$ cat src/rtl/mesh_shift_engine.sv
// mesh_shift_engine
//   ROWS x COLS mesh of DATA_W-bit PE data registers with a nearest-neighbour
//   shift engine. One command moves every PE word east, west, south or north
//   by a programmable number of hops, one hop per clock. At the mesh boundary
//   the incoming word either wraps around (torus) or is zero.
//
// Ports
//   clk        rising-edge clock
//   reset      asynchronous, active-low reset
//   ld_en      write ld_data into PE ld_addr (IDLE only)
//   ld_addr    PE index, i = r*COLS + c
//   ld_data    load word
//   start      command strobe (IDLE only)
//   dir        0=east, 1=west, 2=south, 3=north
//   hops       number of single-hop shifts
//   edge_mode  0=torus wrap, 1=zero-fill
//   busy       command in progress (SHIFT or FIN)
//   done       one-cycle completion pulse (FIN)
//   rd_addr    readback PE index
//   rd_data    combinational word of PE rd_addr (0 when out of range)
//   mesh_flat  all PE words, PE i at bits [i*DATA_W +: DATA_W]
module mesh_shift_engine #(
  parameter int ROWS   = 4,
  parameter int COLS   = 4,
  parameter int DATA_W = 16,
  parameter int CNT_W  = 7,
  parameter int AW     = 4
) (
  input  logic                        clk,
  input  logic                        reset,
  input  logic                        ld_en,
  input  logic [AW-1:0]               ld_addr,
  input  logic [DATA_W-1:0]           ld_data,
  input  logic                        start,
  input  logic [1:0]                  dir,
  input  logic [CNT_W-1:0]            hops,
  input  logic                        edge_mode,
  output logic                        busy,
  output logic                        done,
  input  logic [AW-1:0]               rd_addr,
  output logic [DATA_W-1:0]           rd_data,
  output logic [ROWS*COLS*DATA_W-1:0] mesh_flat
);

  localparam int NPE = ROWS * COLS;

  typedef enum logic [1:0] {IDLE, SHIFT, FIN} state_t;

  state_t             state_q, state_d;
  logic [DATA_W-1:0]  pe_q   [NPE];
  logic [DATA_W-1:0]  pe_hop [NPE];
  logic [CNT_W-1:0]   cnt_q;
  logic [1:0]         dir_q;
  logic               edge_q;

  // State register; reset aborts any running command without a done pulse.
  always_ff @(posedge clk or negedge reset) begin
    if (!reset) state_q <= IDLE;
    else        state_q <= state_d;
  end

  // Next-state logic. A zero-hop command goes straight to FIN so done still
  // pulses once; the hop that takes the counter from 1 to 0 is the last one.
  always_comb begin
    state_d = state_q;
    case (state_q)
      IDLE:    if (start) state_d = (hops == '0) ? FIN : SHIFT;
      SHIFT:   if (cnt_q == CNT_W'(1)) state_d = FIN;
      FIN:     state_d = IDLE;
      default: state_d = IDLE;
    endcase
  end

  // Status outputs decoded from the registered state, so done is glitch-free.
  always_comb begin
    busy = (state_q != IDLE);
    done = (state_q == FIN);
  end

  // One-hop image of the whole mesh for the latched direction. Edge PEs take
  // either the word from the opposite edge (torus) or zero.
  always_comb begin
    for (int r = 0; r < ROWS; r++) begin
      for (int c = 0; c < COLS; c++) begin
        pe_hop[r*COLS+c] = '0;
        case (dir_q)
          2'd0: begin
            if (c > 0)        pe_hop[r*COLS+c] = pe_q[r*COLS+c-1];
            else if (!edge_q) pe_hop[r*COLS+c] = pe_q[r*COLS+COLS-1];
          end
          2'd1: begin
            if (c < COLS-1)   pe_hop[r*COLS+c] = pe_q[r*COLS+c+1];
            else if (!edge_q) pe_hop[r*COLS+c] = pe_q[r*COLS];
          end
          2'd2: begin
            if (r > 0)        pe_hop[r*COLS+c] = pe_q[(r-1)*COLS+c];
            else if (!edge_q) pe_hop[r*COLS+c] = pe_q[(ROWS-1)*COLS+c];
          end
          default: begin
            if (r < ROWS-1)   pe_hop[r*COLS+c] = pe_q[(r+1)*COLS+c];
            else if (!edge_q) pe_hop[r*COLS+c] = pe_q[c];
          end
        endcase
      end
    end
  end

  // Datapath: loads and command latching only in IDLE (a load and a start in
  // the same cycle both land, so the first hop sees the loaded word); hops
  // only in SHIFT. Out-of-range load addresses match no PE and are dropped.
  always_ff @(posedge clk or negedge reset) begin
    if (!reset) begin
      for (int i = 0; i < NPE; i++) pe_q[i] <= '0;
      cnt_q  <= '0;
      dir_q  <= '0;
      edge_q <= 1'b0;
    end else begin
      case (state_q)
        IDLE: begin
          for (int i = 0; i < NPE; i++) begin
            if (ld_en && (ld_addr == AW'(i))) pe_q[i] <= ld_data;
          end
          if (start) begin
            dir_q  <= dir;
            edge_q <= edge_mode;
            cnt_q  <= hops;
          end
        end
        SHIFT: begin
          for (int i = 0; i < NPE; i++) pe_q[i] <= pe_hop[i];
          cnt_q <= cnt_q - CNT_W'(1);
        end
        default: ;
      endcase
    end
  end

  // Readback and flat view; an address past the last PE matches nothing.
  always_comb begin
    rd_data = '0;
    for (int i = 0; i < NPE; i++) begin
      if (rd_addr == AW'(i)) rd_data = pe_q[i];
    end
  end

  always_comb begin
    mesh_flat = '0;
    for (int i = 0; i < NPE; i++) mesh_flat[i*DATA_W +: DATA_W] = pe_q[i];
  end

endmodule
$ cat config.mk
export PLATFORM = sky130hd
export DESIGN_NAME = mesh_shift_engine
export DESIGN_NICKNAME = d
export VERILOG_FILES = /design/src/rtl/mesh_shift_engine.sv
export SDC_FILE = /design/constraint.sdc
export NUM_CORES = 1
export LEC_CHECK = 0
export BUFFER_PORTS_ARGS = -buffer_cell sky130_fd_sc_hd__buf_4
export CORE_AREA = 4 4 229 276
export CTS_CLUSTER_SIZE = 10
export DETAILED_ROUTE_END_ITERATION = 7
export DIE_AREA = 0 0 233 280
export PLACE_DENSITY = 0.52
export SLEW_MARGIN = 20
export SYNTH_ARGS = -nofsm -noshare
export SYNTH_HDL_FRONTEND = slang
export SYNTH_SLANG_ARGS = --single-unit
$ cat constraint.sdc
create_clock -name clk -period 2.9 [get_ports clk]
set_clock_uncertainty 0.2 [all_clocks]
set_input_delay 0.725 -clock clk [delete_from_list [all_inputs] [get_ports clk]]
set_output_delay 0.725 -clock clk [all_outputs]
set_load 0.05 [all_outputs]
==> key figures <==
Outcome
  – Status: finished, violations left
  – Violations in the final reports: negative setup slack

Timing
  – Final Cycle Share: 1.104
  – Pins Over Slew Limit: 0
  – Post-route setup slack: -0.3002 ns
  – Min Tclk post-route: 3.200 ns
  – # setup viols final: 16
  – Hold Fails Final Rpt: 0
  – Worst-Margin Slew: 0.7590 ns
  – Fmax: 312.5 MHz
  – Unrepaired setup endpoints after global routing: true
  – Slew headroom: 0.4940

Global route
  – Antenna violations before repair: 6
  – Maximum number of pins on one net before global-route repair: 93
  – GRT Total Usage: 0.3641
  – GRT overflow: 0
  – First-pass GRT wire length: 174600 um
  – Vias in the first global route: 23080

Clock tree
  – TritonCTS Sinks: 268
  – CTS tree: done
  – Clk root buf: clkbuf_16
  – H-tree levels: 2
  – Total CTS buffers: 35
  – Worst-skew pair later-pin latency: 0.56 ns
  – Clock slew seen by the registers of the worst setup and hold paths: 0.06 ns
  – Clock buffer depth: 3

Finish
  – Synthesis-to-finish area growth: 39.31%
  – Reg area: 0.006723 mm^2
  – Layout Nets: 2977
  – Most common cell after layout, fill and taps aside: buf_4
  – Commonest non-fill, non-tap cells in the layout: 604 x buf_4, 403 x a21oi_1, 276 x nand2_1, 259 x dfrtp_1, 132 x o21ai_1
  – Layout cells sized above 1: 0.3470
  – Final non-filler cell total: 3769
  – Multi-input logic area: 0.01375 mm^2
  – Fillers: 5845

Die
  – # rows: 99
  – I/O pins: 312
  – Initial cell density of the core: 0.3473
  – Die H: 280 um
  – Core area: 0.06045 mm^2
  – Die area: 0.06524 mm^2
  – Die W: 233 um

Worst setup path
  – Worst setup SP type: primary input
  – CP Data Required Time: 1.98 ns
  – Critical-path maximum fanout: 6
  – Critical path arrival: 2.28 ns
  – Kind of critical path: in2out
  – Critical path endpoint category: primary output

Job
  – Max_cap viols: 0

Synthesis
  – Synth Area in XOR/XNOR: 0
  – Post-Synth Adder-Cell Area: 0.001192
  – Mux cell area share after synthesis: 0.1618
  – Sequential-to-total area share from yosys stat: 0.3194
  – Cell variety after synth: 69
  – Post-synth EDFFs: 0
  – Compound-cell area share of the yosys netlist: 0.3268
  – Largest family of logic cells by synthesized area: compound AO/OA/AOI/OAI gates
  – Syn nets: 2484
  – Mapped Avg Cell Area: 8.591 um^2
  – Asr flop ratio synth: 1.000
  – Yosys Warn Count: 0
  – Cells after Synth: 2444
  – Synth Flop Type: dfrtp_1
  – Synth Register Bits: 268
  – Synth Area in Simple Gates: 0.1275
  – Synthesized area: 0.02100 mm^2

Routing
  – DRT antenna net count: 0
  – Vias per inst: 6.666
  – WL final: 123700 um
  – Drt drc: 0
  – Via count: 25130
  – WL per Instance: 32.81 um
  – DR iter-0 viols: 4158
  – Pre-antenna DRT Iters: 6

Place
  – GP Congestion: 0.9788
  – Dpl cells: 3671
  – Dpl hpwl: 86600 um
  – Port Buffers: 311

Hold path
  – Min-delay worst type: in2reg
per-layer routing:
layer	part of all wire	vias up	GRT usage
li1	-	10310	-
met1	0.41	12410	0.5378
met2	0.40	2048	0.4909
met3	0.14	344	0.1260
met4	0.043	10	0.1266
met5	0.00089	-	0.005208
registers in the layout (all words and copies together), names as in the netlist:
register / count
edge_q: 1
cnt_q: 7
dir_q: 2
mesh_flat: 256
state_q: 2
area by class of cell:
| class | instances | area share |
|---|---|---|
| Multi-Input combinational cell | 1889 | 0.4700 |
| Sequential cell | 268 | 0.2298 |
| Timing Repair Buffer | 723 | 0.2254 |
| Clock buffer | 59 | 0.03721 |
| Tap cell | 808 | 0.03456 |
| Inverter | 20 | 0.002695 |
| Clock inverter | 1 | 0.0001711 |
| Antenna cell | 1 | 0.00008555 |
stage by stage:
stage / instance area, um^2 / hold slack [ns] / utilization / TNS [ns] / worst slack, ns
floorplan: 21180 / 0.2294 / - / -0.9265 / -0.2011
global placement: 26780 / 0.3142 / 0.4430 / -5.829 / -0.5332
detailed placement: 26780 / 0.3335 / 0.4430 / -6.008 / -0.5236
CTS: 28830 / 0.1450 / 0.4769 / -3.294 / -0.2762
global route: 29250 / 0.1828 / 0.4839 / -4.225 / -0.3332
finish: 29250 / 0.1664 / 0.4839 / -3.757 / -0.3002
kinds of logic after synthesis:
logic type,Yosys count
AO/OA/AOI/OAI,1103
adder cells (fa/ha/maj),2
buffers and inverters,287
flip-flops,268
multiplexers,212
AND/OR/NAND/NOR,572
synthesized netlist by cell type (all sizes together), types with 33 or more instances:
library cell,instances,area [um^2]
a21oi,424,2126
nand2,284,1066
dfrtp,268,6706
o21ai,234,1171
buf,154,830.8
clkbuf,113,424.2
mux4,99,2230
a221oi,97,849.6
nor2,97,369.1
a211oi,84,630.6
mux2i,84,840.8
nor2b,75,469.2
and2,44,275.3
o21a,34,255.2
a22oi,33,247.7
final timing paths:
| check | to | startpoint | slack, ns | depth (start not counted) |
|---|---|---|---|---|
| min reg2reg | cnt_q[5] | cnt_q[5] | 0.34 | 2 |
| max reg2reg | mesh_flat[83] | state_q[1] | 0.44 | 5 |
| max in group asynchronous | mesh_flat[194] | reset | 1.16 | 3 |
| min in group asynchronous | mesh_flat[227] | reset | 0.54 | 2 |
| min | edge_q | edge_mode | 0.17 | 3 |
| max | rd_data[0] | rd_addr[2] | -0.30 | 8 |
critical path, cell delays in order:
cell and delay [ns]:
buf_16 0.12, buf_12 0.13, or3b_4 0.43, o22ai_2 0.20, a211oi_2 0.06, or3_4 0.38, nand3_4 0.08, buf_8 0.15
timing repair:
item                       CTS  global route
resized for setup          147            80
hold buffers                 1             0
setup endpoints to repair   16            16
hold endpoints to repair     6             0
cloned                       9             1
pin swaps                   29            30
setup buffers               16            13
Power is left out: the tool's default activity adds up to more than one toggle a clock period on the data nets, which glitch-free logic cannot reach.
